**src/rtl/icache_pkg.sv**
```systemverilog
// Shared types and geometry helpers for the set-associative instruction cache.
package icache_pkg;

  typedef enum logic [1:0] {
    ST_IDLE,
    ST_LOOKUP,
    ST_REFILL,
    ST_RESP
  } state_e;

  // Tags are stored zero-extended to a fixed width so the entry type is geometry-independent.
  localparam int MAX_TAG_W = 32;

  typedef struct packed {
    logic                 valid;
    logic [MAX_TAG_W-1:0] tag;
  } tag_entry_t;

  function automatic int off_w(input int line_w);
    return $clog2(line_w / 8);
  endfunction

  function automatic int idx_w(input int sets);
    return $clog2(sets);
  endfunction

  function automatic int tag_w(input int addr_w, input int sets, input int line_w);
    return addr_w - idx_w(sets) - off_w(line_w);
  endfunction

  function automatic int way_w(input int ways);
    return (ways > 1) ? $clog2(ways) : 1;
  endfunction

endpackage

```
**src/rtl/icache_plru.sv**
```systemverilog
// Tree pseudo-LRU state per set: combinational victim lookup, registered update on access.
module icache_plru
  import icache_pkg::*;
#(
  parameter int WAYS = 2,
  parameter int SETS = 4,
  localparam int IDX_W = idx_w(SETS),
  localparam int WAY_W = way_w(WAYS)
) (
  input  logic             clk,
  input  logic             rst,
  input  logic             upd_en,
  input  logic [IDX_W-1:0] upd_set,
  input  logic [WAY_W-1:0] upd_way,
  input  logic [IDX_W-1:0] vic_set,
  output logic [WAY_W-1:0] victim
);

  generate
    if (WAYS == 1) begin : g_dm
      assign victim = '0;
      logic unused_plru;
      assign unused_plru = ^{clk, rst, upd_en, upd_set, upd_way, vic_set};
    end else begin : g_tree
      localparam int LVL   = $clog2(WAYS);
      localparam int NODES = WAYS - 1;

      // Heap-ordered tree: node n lives at bit n-1; a bit value names the child to evict next.
      logic [NODES-1:0] tree_reg [SETS];
      logic [NODES-1:0] tree_vic;
      logic [NODES-1:0] tree_cur;
      logic [NODES-1:0] tree_next;
      logic [WAYS-1:0]  vic_oh;

      assign tree_vic = tree_reg[vic_set];
      assign tree_cur = tree_reg[upd_set];

      for (genvar gi = 0; gi < WAYS; gi++) begin : g_vic
        logic [LVL-1:0] match;
        for (genvar gl = 0; gl < LVL; gl++) begin : g_lvl
          localparam int   NODE = (1 << gl) + (gi >> (LVL - gl));
          localparam logic DIR  = 1'((gi >> (LVL - 1 - gl)) & 1);
          assign match[gl] = (tree_vic[NODE-1] == DIR);
        end
        assign vic_oh[gi] = &match;
      end

      always_comb begin
        victim = '0;
        for (int w = 0; w < WAYS; w++) begin
          if (vic_oh[w]) victim = WAY_W'(w);
        end
      end

      // Every node on the accessed way's path is pointed away from that way.
      for (genvar gl = 0; gl < LVL; gl++) begin : g_upd_lvl
        for (genvar gn = 0; gn < (1 << gl); gn++) begin : g_upd_node
          localparam int NODE = (1 << gl) + gn;
          logic on_path;
          assign on_path = ((upd_way >> (LVL - gl)) == WAY_W'(gn));
          assign tree_next[NODE-1] = on_path ? ~upd_way[LVL-1-gl] : tree_cur[NODE-1];
        end
      end

      for (genvar gi = 0; gi < SETS; gi++) begin : g_set
        always_ff @(posedge clk) begin
          if (rst) begin
            tree_reg[gi] <= '0;
          end else if (upd_en && (upd_set == IDX_W'(gi))) begin
            tree_reg[gi] <= tree_next;
          end
        end
      end
    end
  endgenerate

endmodule

```
**src/rtl/icache_assoc.sv**
```systemverilog
// N-way set-associative instruction cache with whole-line refill and tree pseudo-LRU replacement.
// Optional hit/miss counters are built when ICACHE_PERF_CNT_EN is defined.
module icache_assoc
  import icache_pkg::*;
#(
  parameter int ADDR_W = 32,
  parameter int LINE_W = 128,
  parameter int SETS   = 4,
  parameter int WAYS   = 2
) (
  input  logic              clk,
  input  logic              rst,
  input  logic [ADDR_W-1:0] core_inst_addr_i,
  input  logic              core_valid_req_i,
  output logic              Icache_ready_o,
  output logic [31:0]       Icache_inst_o,
  output logic              hit,
  output logic              pipe_stall,
  output logic [ADDR_W-1:0] Icache_addr_o,
  output logic              Icache_valid_req_o,
  input  logic              mem_ready_i,
  input  logic [LINE_W-1:0] mem_data_i
`ifdef ICACHE_PERF_CNT_EN
  ,
  output logic [31:0]       hit_cnt_o,
  output logic [31:0]       miss_cnt_o
`endif
);

  localparam int OFF_W  = off_w(LINE_W);
  localparam int IDX_W  = idx_w(SETS);
  localparam int TAG_W  = tag_w(ADDR_W, SETS, LINE_W);
  localparam int WORD_W = OFF_W - 2;
  localparam int WAY_W  = way_w(WAYS);

  state_e              state_reg, state_next;
  logic [ADDR_W-1:2]   addr_reg;
  logic [WAY_W-1:0]    victim_reg;
  logic                ready_reg, ready_next;
  logic                hit_reg, hit_next;
  logic [31:0]         inst_reg, inst_next;
  logic                stall_reg, stall_next;

  logic [IDX_W-1:0]    set_idx;
  logic [TAG_W-1:0]    tag_f;
  logic [WORD_W-1:0]   word_idx;

  tag_entry_t          tag_reg  [SETS][WAYS];
  logic [LINE_W-1:0]   data_reg [SETS][WAYS];

  logic [WAYS-1:0]     way_hit, way_inv;
  logic                hit_any, inv_any;
  logic [WAY_W-1:0]    hit_way, inv_way, plru_victim;
  logic                accept, refill_done, plru_upd;
  logic                unused_addr_lsb;

  assign set_idx  = addr_reg[OFF_W+IDX_W-1:OFF_W];
  assign tag_f    = addr_reg[ADDR_W-1:OFF_W+IDX_W];
  assign word_idx = addr_reg[OFF_W-1:2];
  assign unused_addr_lsb = ^core_inst_addr_i[1:0];

  function automatic logic [31:0] word_sel(input logic [LINE_W-1:0] line,
                                           input logic [WORD_W-1:0] idx);
    return line[{idx, 5'b0} +: 32];
  endfunction

  generate
    for (genvar gi = 0; gi < WAYS; gi++) begin : g_cmp
      assign way_hit[gi] = tag_reg[set_idx][gi].valid &&
                           (tag_reg[set_idx][gi].tag == MAX_TAG_W'(tag_f));
      assign way_inv[gi] = !tag_reg[set_idx][gi].valid;
    end
  endgenerate

  // Descending scan so the lowest-numbered matching/invalid way wins.
  always_comb begin
    hit_any = 1'b0;
    hit_way = '0;
    inv_any = 1'b0;
    inv_way = '0;
    for (int w = WAYS - 1; w >= 0; w--) begin
      if (way_hit[w]) begin
        hit_any = 1'b1;
        hit_way = WAY_W'(w);
      end
      if (way_inv[w]) begin
        inv_any = 1'b1;
        inv_way = WAY_W'(w);
      end
    end
  end

  // A request seen while the previous response is still on the outputs is the old fetch being held.
  assign accept      = (state_reg == ST_IDLE) && core_valid_req_i && !ready_reg;
  assign refill_done = (state_reg == ST_REFILL) && mem_ready_i;
  assign plru_upd    = ((state_reg == ST_LOOKUP) && hit_any) || refill_done;

  icache_plru #(
    .WAYS (WAYS),
    .SETS (SETS)
  ) u_plru (
    .clk     (clk),
    .rst     (rst),
    .upd_en  (plru_upd),
    .upd_set (set_idx),
    .upd_way (refill_done ? victim_reg : hit_way),
    .vic_set (set_idx),
    .victim  (plru_victim)
  );

  always_comb begin
    state_next = state_reg;
    ready_next = 1'b0;
    hit_next   = 1'b0;
    inst_next  = inst_reg;
    case (state_reg)
      ST_IDLE: begin
        if (accept) state_next = ST_LOOKUP;
      end
      ST_LOOKUP: begin
        if (hit_any) begin
          ready_next = 1'b1;
          hit_next   = 1'b1;
          inst_next  = word_sel(data_reg[set_idx][hit_way], word_idx);
          state_next = ST_IDLE;
        end else begin
          state_next = ST_REFILL;
        end
      end
      ST_REFILL: begin
        if (mem_ready_i) begin
          ready_next = 1'b1;
          inst_next  = word_sel(mem_data_i, word_idx);
          state_next = ST_RESP;
        end
      end
      ST_RESP: begin
        state_next = ST_IDLE;
      end
      default: state_next = ST_IDLE;
    endcase
    stall_next = (state_next == ST_LOOKUP) || (state_next == ST_REFILL);
  end

  always_ff @(posedge clk) begin
    if (rst) begin
      state_reg  <= ST_IDLE;
      addr_reg   <= '0;
      victim_reg <= '0;
      ready_reg  <= 1'b0;
      hit_reg    <= 1'b0;
      inst_reg   <= '0;
      stall_reg  <= 1'b0;
    end else begin
      state_reg <= state_next;
      ready_reg <= ready_next;
      hit_reg   <= hit_next;
      inst_reg  <= inst_next;
      stall_reg <= stall_next;
      if (accept) addr_reg <= core_inst_addr_i[ADDR_W-1:2];
      if ((state_reg == ST_LOOKUP) && !hit_any) begin
        victim_reg <= inv_any ? inv_way : plru_victim;
      end
    end
  end

  generate
    for (genvar gi = 0; gi < SETS; gi++) begin : g_set
      for (genvar gj = 0; gj < WAYS; gj++) begin : g_way
        logic wr_en;
        assign wr_en = refill_done && (set_idx == IDX_W'(gi)) && (victim_reg == WAY_W'(gj));

        always_ff @(posedge clk) begin
          if (rst) begin
            tag_reg[gi][gj] <= '0;
          end else if (wr_en) begin
            tag_reg[gi][gj] <= '{valid: 1'b1, tag: MAX_TAG_W'(tag_f)};
          end
        end

        always_ff @(posedge clk) begin
          if (wr_en) data_reg[gi][gj] <= mem_data_i;
        end
      end
    end
  endgenerate

  assign Icache_ready_o     = ready_reg;
  assign hit                = hit_reg;
  assign Icache_inst_o      = inst_reg;
  assign pipe_stall         = stall_reg;
  assign Icache_valid_req_o = (state_reg == ST_REFILL);
  assign Icache_addr_o      = (state_reg == ST_REFILL) ?
                              {addr_reg[ADDR_W-1:OFF_W], {OFF_W{1'b0}}} : '0;

`ifdef ICACHE_PERF_CNT_EN
  logic [31:0] hit_cnt_reg, miss_cnt_reg;

  always_ff @(posedge clk) begin
    if (rst) begin
      hit_cnt_reg  <= '0;
      miss_cnt_reg <= '0;
    end else if (state_reg == ST_LOOKUP) begin
      if (hit_any) begin
        if (hit_cnt_reg != 32'hFFFF_FFFF) hit_cnt_reg <= hit_cnt_reg + 32'd1;
      end else begin
        if (miss_cnt_reg != 32'hFFFF_FFFF) miss_cnt_reg <= miss_cnt_reg + 32'd1;
      end
    end
  end

  assign hit_cnt_o  = hit_cnt_reg;
  assign miss_cnt_o = miss_cnt_reg;
`endif

endmodule
```
**config.mk**
```make
export PLATFORM = sky130hd
export DESIGN_NAME = icache_assoc
export DESIGN_NICKNAME = d
export VERILOG_FILES = /design/src/rtl/icache_pkg.sv /design/src/rtl/icache_plru.sv /design/src/rtl/icache_assoc.sv
export SDC_FILE = /design/constraint.sdc
export NUM_CORES = 1
export LEC_CHECK = 0
export BUFFER_PORTS_ARGS = -buffer_cell sky130_fd_sc_hd__buf_2
export CELL_PAD_IN_SITES_DETAIL_PLACEMENT = 1
export CELL_PAD_IN_SITES_GLOBAL_PLACEMENT = 1
export CORE_MARGIN = 4
export CORE_UTILIZATION = 45
export CTS_BUF_LIST = sky130_fd_sc_hd__clkbuf_8
export CTS_CLUSTER_DIAMETER = 100
export CTS_CLUSTER_SIZE = 12
export DETAILED_ROUTE_END_ITERATION = 8
export MAX_ROUTING_LAYER = met4
export PLACE_DENSITY_LB_ADDON = 0.3
export SETUP_SLACK_MARGIN = 0.1
export SLEW_MARGIN = 30
export SYNTH_ARGS = -nofsm -noshare
export SYNTH_HDL_FRONTEND = slang
export SYNTH_SLANG_ARGS = --single-unit
```
**constraint.sdc**
```tcl
create_clock -name clk -period 12.3 [get_ports clk]
set_clock_uncertainty 0.2 [all_clocks]
set_input_delay 2.46 -clock clk [delete_from_list [all_inputs] [get_ports clk]]
set_output_delay 2.46 -clock clk [all_outputs]
set_load 0.01 [all_outputs]
```
==> flow_summary_export.csv, run 1 <==
group,metric,value,unit
run_status,outcome,"complete, no violations",
cts,htree_levels,3,
cts,postCtsSetupRepairBufs,0,
cts,root_buffer,"clkbuf_8",
layout,fin_area,0.05961,mm^2
cts,path_clk_slew,90,ps
yosys,yosysTopAreaCellShare,68.52,%
drt,drtPass1Iterations,6,
yosys,synth_top_cell_by_area,"edfxtp_1",
yosys,synth_top_family_by_area,"multiplexers",
yosys,synth_compound_area_share,3.719,%
pwr,p_sw_share,27.17,%
setup_path,crit_type,"flop to flop",
pwr,p_int,6.467,mW
floorplan,dieArea,0.1267,mm^2
yosys,synth_xor_area_share,0.5788,%
layout,nFillCells,11287,
layout,register_area,0.03876,mm^2
yosys,synthTopCellsByArea,"edfxtp_1 69%, mux4_2 12%, dfxtp_1 2.6%",
sta,rsz0062_at_grt,"false",
sta,final_hold_viol_count,0,
setup_path,cpPeakStageDelay,920,ps
floorplan,initial_utilization,45.35,%
global_route,grt_use_total,23.59,%
pwr,pwr-share-comb,15.8,%
setup_path,ff2ff_setup_slack,6120,ps
sta,timing.final.crit_period,6179,ps
pwr,pwr-share-clk,26.6,%
yosys,ys.flop_type,"edfxtp_1",
setup_path,crit_path_end,"Icache_inst_o[11]",
layout,finalNonFillerCells,4964,
cts,cts_tree,"built",
drt,viasPerCell,5.938,
pwr,ir_drop,0.1153,mV
sta,fmax,0.1618,GHz
cts,clock_latency,820,ps
setup_path,path_max_fanout,94,
global_route,grt_max_degree,159,
setup_path,end_kind,"flop",
yosys,synthSimpleGateAreaFrac,7.019,%
sta,tightest_slew,977.8,ps
setup_path,critPathLaunchType,"flop",
cts,clk_path_buf_depth,3,
yosys,avgSynthCellArea,17.84,um^2
floorplan,num_rows,127,
place,gp_congestion,0.8378,
global_route,grt_overflow,0,
layout,largest_reg_flops,1024,
layout,layout-drive-gt1-share,23.27,%
yosys,synth-seq-cells,1314,
floorplan,die_x,355.9,um
floorplan,core,0.1201,mm^2
yosys,ys_async_sr_fraction,0,%
run,drv_cap,0,
place,io_buffer_count,225,
yosys,synth_edf_count,1243,
floorplan,ios,232,
worst_hold_path,min_path_type,"flop to flop",
drt,postRouteAntennaNets,0,
pwr,p_leak,19.88,nW
place,dp_hpwl,85380,um
global_route,grt_pass1_wl,214300,um
drt,drt_wl_total,145300,um
layout,nets,3409,
sta,finalSetupViolCount,0,
setup_path,arrival,6690,ps
global_route,grt_pass1_vias,31493,
sta,period_share,50.23,%
pwr,sequentialPowerShare,57.6,%
global_route,antenna_found_initial,52,
cts,clock-sinks,1314,
sta,slew_violations,0,
drt,wl_per_cell,29.27,um
setup_path,worst-r2r-cell-count,13,
floorplan,die_h,355.9,um
yosys,synth_cell_type_count,54,
drt,remaining_drc_errors,0,
place,dp_cells,4730,
setup_path,crit_chain,"buf_12 > buf_16 > mux4_2 > xnor2_1 > o2111ai_1 > nor4_1 > nand4_1 > nand2b_4 > buf_16 > buf_6 > mux2_2 > o211ai_1 > a221o_1",
yosys,syn_inst,3054,
layout,area_growth,9.417,%
yosys,ys_warn_count,0,
yosys,muxShareOfSynthArea,15.23,%
yosys,syn_area,0.05448,mm^2
pwr,powerDensity,149.0,mW/mm^2
setup_path,cpMaxStageDelayCell,"dfxtp_4",
cts,cts_made_buffers,119,
place,placed_area,0.05745,mm^2
sta,relSlewSlack,34.81,%
setup_path,r2r-end,"Icache_inst_o[11]",
cts,ctsHoldBuffers,0,
yosys,synth_fa_ha_area_share,0.06890,%
cts,cts-resized-gates,0,
setup_path,crit_path_frequent_cell,"buf_16",
drt,drt_iter0_markers,3171,
layout,multi_input_area,0.01466,mm^2
setup_path,cp.required,12820,ps
drt,num_vias,29476,
yosys,seq_area_frac_synth,71.13,%
pwr,power.switching,2.412,mW
layout by cell type, fill, tap and decap left out, types with 6 or more instances in the layout:
cell type     n
edfxtp_1   1243
mux4_2      302
buf_2       225
nor2_1      200
and2_1      158
mux2i_1     129
clkbuf_8    120
inv_1       114
nand2_1      97
nand2b_1     73
dfxtp_1      68
a21oi_1      65
a221o_1      64
a32o_1       59
buf_4        43
and3_1       35
nor2b_1      34
nor3b_1      32
xnor2_1      31
nor4_1       31
diode_2      30
nor3_1       22
mux2_2       18
nand4_1      13
o21ai_0      10
buf_16        9
o2111ai_1     8
buf_12        8
o211ai_1      7
buf_6         7
nand3_1       6
metrics by stage:
step	setup TNS, ps	total power [mW]	utilization [%]	hold WS (ps)	worst slack [ps]
2_1_floorplan	-70130	6.075	-	234.8	-1019
3_3_place_gp	0	6.562	47.65	244.1	5461
3_5_place_dp	0	6.625	47.83	266.4	5600
4_1_cts	0	8.959	49.48	287.5	5584
5_1_grt	0	9.264	49.60	322.0	5831
6_report	0	8.879	49.62	284.5	6121
layer usage:
metal / wire length [um] / GRT usage [%] / vias up / share of wire [%]
met1: 60200 / 31.73 / 15790 / 41
met2: 72180 / 38.40 / 978 / 50
li1: - / - / 12512 / -
met4: 2294 / 4.467 / 0 / 1.6
met3: 10620 / 4.253 / 196 / 7.3
met5: 0 / - / - / 0
worst min-delay path by stage:
stage | startpoint | end | slack [ps] | cells past startpoint
after global placement | tag_reg[2][53] | tag_reg[2][53] | 240 | 2
final | tag_reg[2][53] | tag_reg[2][53] | 280 | 2
after global routing | tag_reg[2][53] | tag_reg[2][53] | 320 | 2
after CTS | tag_reg[2][53] | tag_reg[2][53] | 290 | 2
after detailed placement | tag_reg[2][53] | tag_reg[2][53] | 270 | 2
after floorplan | tag_reg[2][53] | tag_reg[2][53] | 230 | 2
worst max-delay path, delay by kind of cell (launching register included):
family                 cells  cell delay (ps)
buffers and inverters      4             1540
XOR/XNOR                   1              340
multiplexers               2              730
AO/OA/AOI/OAI              3              940
AND/OR/NAND/NOR            3             1150
flip-flops                 1              920
power by group through the flow:
| stage | Combinational [mW] | Clock [mW] | Sequential, mW |
|---|---|---|---|
| after floorplan | 0.906 | 0 | 5.17 |
| after global placement | 1.35 | 0 | 5.22 |
| after detailed placement | 1.41 | 0 | 5.22 |
| after CTS | 1.41 | 2.43 | 5.12 |
| after global routing | 1.51 | 2.62 | 5.13 |
| final | 1.40 | 2.36 | 5.12 |
cell families (layout without fill, tap and decap cells):
logic type,Yosys count,in the layout
xor+xnor,36,36
fa+ha+maj,3,3
simple gates,729,729
buf+inv,272,537
flops,1314,1314
other cells,1,34
compound gates,250,250
mux,449,449
synthesized netlist by cell type (32+ instances only):
master	count
a21oi_1	65
a221o_1	64
a32o_1	59
and2_1	158
and3_1	35
buf_2	33
clkbuf_1	146
dfxtp_1	71
edfxtp_1	1243
inv_1	42
mux2i_1	129
mux4_2	302
nand2_1	97
nand2b_1	74
nor2_1	204
nor2b_1	34
nor3b_1	32
nor4_1	34
layout make-up:
| cell class | instances | share of cell area [%] |
|---|---|---|
| Antenna cell | 30 | 0.1259 |
| Clock buffer | 120 | 2.771 |
| Clock inverter | 81 | 0.5689 |
| Inverter | 44 | 0.2939 |
| Multi-Input combinational cell | 1471 | 24.59 |
| Sequential cell | 1314 | 65.02 |
| Tap cell | 1612 | 3.384 |
| Timing Repair Buffer | 292 | 3.247 |
Note: power is estimated with default switching activity, not from simulation.
==> run 2, diff against run 1 <==
==> constraint.sdc (replaced) <==
create_clock -name clk -period 6.3 [get_ports clk]
set_clock_uncertainty 0.2 [all_clocks]
set_input_delay 1.26 -clock clk [delete_from_list [all_inputs] [get_ports clk]]
set_output_delay 1.26 -clock clk [all_outputs]
set_load 0.01 [all_outputs]
==> flow_summary_export.csv, run 2 (synthesis gave the netlist of run 1 again) <==
group,metric,value,unit
run_status,outcome,"complete, no violations",
worst_hold_path,holdPathStages,2,
cts,htree_levels,3,
setup_path,crit_chain,"buf_4 > mux4_2 > xnor2_1 > o2111ai_1 > nor4_1 > nand4_1 > nand2b_4 > buf_12 > mux2i_1 > a32o_1 > a221o_1",
setup_path,cpMaxStageDelayCell,"dfxtp_4",
floorplan,die_h,355.9,um
setup_path,cpPeakStageDelay,830,ps
cts,cts_tree,"built",
cts,ctsHoldBuffers,0,
sta,tightest_slew,982.3,ps
pwr,p_total,17.42,mW
sta,timing.final.crit_period,5312,ps
global_route,grt_overflow,0,
setup_path,arrival,5810,ps
pwr,p_leak,19.95,nW
drt,remaining_drc_errors,0,
cts,clock-sinks,1314,
layout,final_common_cell,"edfxtp_1",
layout,area_growth,9.676,%
sta,period_share,84.32,%
global_route,grt_use_total,23.25,%
cts,clock_latency,820,ps
drt,wl_per_cell,28.54,um
setup_path,cp.required,6800,ps
drt,drt_iter0_markers,2768,
worst_hold_path,min_path_type,"flop to flop",
drt,postRouteAntennaNets,0,
worst_hold_path,min_from,"tag_reg[2][53]",
setup_path,crit_type,"flop to flop",
layout,finalNonFillerCells,4992,
setup_path,path_max_fanout,38,
drt,num_vias,29233,
layout,largest_reg_flops,1024,
cts,path_clk_slew,90,ps
layout,layout-drive-gt1-share,23.44,%
place,dp_slack,1010,ps
sta,relSlewSlack,34.51,%
setup_path,critPathLaunchType,"flop",
cts,cts_made_buffers,119,
pwr,ir_drop,0.2029,mV
drt,viasPerCell,5.856,
sta,hold_slack,311.9,ps
sta,final_hold_viol_count,0,
worst_hold_path,hold_path_end,"tag_reg[2][53]",
setup_path,worst-r2r-cell-count,11,
floorplan,core,0.1201,mm^2
floorplan,num_rows,127,
sta,fin_ws,987.7,ps
layout,nFillCells,11308,
floorplan,ios,232,
global_route,grt_pass1_wl,211000,um
cts,postCtsSetupRepairBufs,0,
global_route,antenna_found_initial,63,
floorplan,die_x,355.9,um
global_route,grt_max_degree,159,
setup_path,end_kind,"flop",
layout,layout_common_cells,"1243 x edfxtp_1, 302 x mux4_2, 224 x buf_2",
setup_path,r2r-end,"Icache_inst_o[19]",
cts,root_buffer,"clkbuf_8",
global_route,grt_use_met1,30.28,%
floorplan,dieArea,0.1267,mm^2
pwr,powerDensity,291.5,mW/mm^2
cts,clk_path_buf_depth,3,
place,dp_cells,4740,
drt,drt_wl_total,142500,um
global_route,met3_usage,5.318,%
sta,slew_violations,0,
sta,finalSetupViolCount,0,
setup_path,ff2ff_setup_slack,990,ps
global_route,met2_usage,36.35,%
global_route,grt_pass1_vias,31541,
sta,fmax,0.1882,GHz
global_route,busiest_layer,"met2",
place,dp_hpwl,84510,um
run,drv_cap,0,
drt,drtPass1Iterations,6,
cts,cts-resized-gates,0,
layout,nets,3418,
sta,rsz0062_at_grt,"false",
floorplan,initial_utilization,45.35,%
place,gp_congestion,0.8723,
place,io_buffer_count,225,
[run 2: power breakdown]
| group | internal (mW) | switching [mW] | total [mW] |
|---|---|---|---|
| combinational | 1.09 | 1.64 | 2.72 |
| clock | 1.84 | 2.87 | 4.71 |
| sequential | 9.77 | 0.223 | 9.99 |
| total | 12.7 | 4.73 | 17.4 |
[run 2: final cells by class]
type / count / area [um^2] / share of cell area [%]
well taps: 1612 / 2017 / 3.376
repair buffers: 301 / 1958 / 3.277
multi-input cells: 1471 / 14660 / 24.53
diodes: 44 / 110.1 / 0.1843
flip-flops and latches: 1314 / 38760 / 64.87
clock inverters: 84 / 395.4 / 0.6618
inverters: 44 / 175.2 / 0.2932
clock buffers: 122 / 1679 / 2.810
[run 2: worst max-delay path by stage]
stage	start	endpoint	slack [ps]	cells after the start
after global routing	flop	Icache_inst_o[14]	840	12
after global placement	flop	Icache_inst_o[21]	1040	11
final	flop	Icache_inst_o[19]	990	11
after CTS	flop	Icache_inst_o[20]	1010	11
after detailed placement	flop	Icache_inst_o[20]	1010	11
after floorplan	mem_ready_i	data_reg[2][0]	-1650	4
[run 2: critical path: cells and delay by family (launching register included)]
kind                      cells  cell delay (ps)
and+or+nand+nor               3             1340
AOI/OAI and AO/OA             3              960
xor gates and xnor gates      1              240
DFF                           1              830
muxes                         2              750
buffers and inverters         2              790
[run 2: metal layers]
layer  up-vias  routed length (um)  part of all wire [%]
met5         -                   0                     0
met4         0                4830                   3.4
met3       256               10690                   7.5
met2       967               69180                    49
met1     15463               57780                    41
li1      12547                   -                     -
[run 2: metrics by stage]
stage / util, % / TNS, ps / cell area (um^2)
6_report: 49.74 / 0 / 59750
3_5_place_dp: 47.87 / 0 / 57510
3_3_place_gp: 47.84 / 0 / 57470
5_1_grt: 49.72 / 0 / 59730
2_1_floorplan: - / -635390 / 54520
4_1_cts: 49.60 / 0 / 59580
==> run 3, diff against run 2 <==
==> constraint.sdc (replaced) <==
create_clock -name clk -period 4.3 [get_ports clk]
set_clock_uncertainty 0.2 [all_clocks]
set_input_delay 0.86 -clock clk [delete_from_list [all_inputs] [get_ports clk]]
set_output_delay 0.86 -clock clk [all_outputs]
set_load 0.01 [all_outputs]
==> flow_summary_export.csv, run 3 (synthesis gave the netlist of run 1 again) <==
group,metric,value,unit
sta,final_hold_viol_count,0,
layout,layout_common_cells,"1243 x edfxtp_1, 302 x mux4_2, 225 x buf_2",
sta,period_share,98.83,%
setup_path,path_max_fanout,12,
sta,fmax,0.2353,GHz
drt,postRouteAntennaNets,0,
setup_path,cpPeakStageDelay,550,ps
drt,drt_iter0_markers,3088,
pwr,powerDensity,420.0,mW/mm^2
place,dp_slack,-74.63,ps
cts,root_buffer,"clkbuf_8",
layout,area_growth,13.14,%
global_route,grt_pass1_wl,218800,um
layout,finalNonFillerCells,5104,
drt,viasPerCell,5.938,
layout,largest_reg_flops,1024,
place,dp_cells,4809,
floorplan,dieArea,0.1267,mm^2
place,gp_congestion,0.9200,
place,dp_hpwl,90050,um
setup_path,cp.required,4770,ps
drt,drt_wl_total,151700,um
layout,nets,3548,
setup_path,arrival,4720,ps
setup_path,critPathLaunchType,"flop",
layout,nFillCells,11164,
sta,timing.final.crit_period,4250,ps
setup_path,cpMaxStageDelayCell,"mux4_2",
drt,wl_per_cell,29.71,um
cts,path_clk_slew,90,ps
floorplan,core,0.1201,mm^2
floorplan,die_h,355.9,um
setup_path,end_kind,"flop",
run,drv_cap,0,
floorplan,die_x,355.9,um
drt,num_vias,30305,
global_route,grt_pass1_vias,31908,
run_status,outcome,"complete, no violations",
sta,finalSetupViolCount,0,
sta,tightest_slew,1048,ps
floorplan,num_rows,127,
cts,cts_tree,"built",
cts,cts_made_buffers,120,
sta,slew_violations,0,
pwr,p_total,25.89,mW
cts,clock-sinks,1314,
floorplan,ios,232,
worst_hold_path,min_path_type,"primary input to flop",
place,io_buffer_count,225,
sta,tns,0,ps
layout,final_common_cell,"edfxtp_1",
pwr,ir_drop,0.3225,mV
layout,final_core_util,51.31,%
drt,drtPass1Iterations,5,
sta,rsz0062_at_grt,"true",
global_route,grt_max_degree,179,
layout,layout-drive-gt1-share,27.69,%
sta,fin_ws,50.12,ps
cts,clk_path_buf_depth,3,
setup_path,crit_chain,"buf_12 > clkbuf_16 > buf_4 > mux4_2 > xnor2_4 > nand3_2 > nor4_2 > buf_4 > nand4b_1 > buf_6 > nand2b_4 > buf_12 > buf_16 > buf_16 > nor3b_1 > a221o_1 > a221o_1",
setup_path,crit_type,"flop to flop",
pwr,p_leak,20.94,nW
floorplan,initial_utilization,45.35,%
cts,htree_levels,3,
drt,remaining_drc_errors,0,
global_route,grt_overflow,0,
cts,clock_latency,830,ps
global_route,grt_use_total,24.13,%
global_route,antenna_found_initial,58,
sta,relSlewSlack,30.11,%
## run 3: cell count changes in the layout (fill, tap and decap cells not counted), moves of 4 or more
| cell | before | now |
|---|---|---|
| mux2i_4 | 0 | 4 |
| xnor2_1 | 31 | 17 |
| clkbuf_16 | 0 | 10 |
| inv_1 | 118 | 112 |
| inv_6 | 2 | 8 |
| buf_12 | 15 | 46 |
| a32o_2 | 0 | 22 |
| xnor2_2 | 0 | 12 |
| a32o_1 | 59 | 37 |
| buf_6 | 3 | 7 |
| buf_4 | 56 | 124 |
| diode_2 | 44 | 32 |
| dlygate4sd3_1 | 0 | 9 |
| mux2i_1 | 129 | 123 |
## run 3: critical path: cells and delay by family, from the launching register on
family,cells,cell delay [ps]
compound gates,2,750
mux,1,550
xor+xnor,1,210
simple gates,5,640
buf+inv,8,1260
flops,1,450
## run 3: per-layer routing
layer	track usage, %	share of wire [%]	up-vias
met5	-	0	-
met4	5.616	2.4	0
met3	4.888	7.7	234
met2	39.32	50	1134
met1	31.59	40	16136
li1	-	-	12801
## run 3: stage by stage
stage | hold WS [ps] | cell area (um^2)
after floorplan | 234.8 | 54570
after global placement | 253.9 | 58350
after detailed placement | 291.3 | 58390
after CTS | 2.840 | 60680
after global routing | 45.18 | 61620
final | 88.44 | 61630
## run 3: what timing repair did
action                                 in CTS  in global routing
endpoints found under the hold margin       9                  0
gates cloned                                1                 10
buffers inserted                            8                 34
setup endpoints to repair                  32                 36
hold buffers                                9                  0
gates resized for setup                    16                 65
pin swaps                                   3                 26
## run 3: final timing paths
| check | from | endpoint | slack [ps] | cells past startpoint |
|---|---|---|---|---|
| worst max-delay path | flop | Icache_inst_o[16] | 50 | 17 |
| worst max register to register | flop | Icache_inst_o[16] | 50 | 17 |
| worst min register to register | tag_reg[2][53] | tag_reg[2][53] | 320 | 2 |
| worst min-delay path | core_inst_addr_i[26] | addr_reg[26] | 90 | 3 |
## run 3: cell type report
cell class                      count  area (um^2)  share of cell area [%]
Timing Repair Buffer              430         3607                   5.853
Sequential cell                  1314        38760                   62.88
Antenna cell                       32        80.08                  0.1299
Clock inverter                     79        334.1                  0.5420
Multi-Input combinational cell   1471        14990                   24.31
Tap cell                         1612         2017                   3.272
Clock buffer                      122         1679                   2.724
Inverter                           44        175.2                  0.2842
## run 3: power by group
| part | switching, mW | internal, mW | total [mW] |
|---|---|---|---|
| Combinational | 2.61 | 1.88 | 4.49 |
| Sequential | 0.300 | 14.3 | 14.6 |
| Clock | 4.17 | 2.62 | 6.79 |
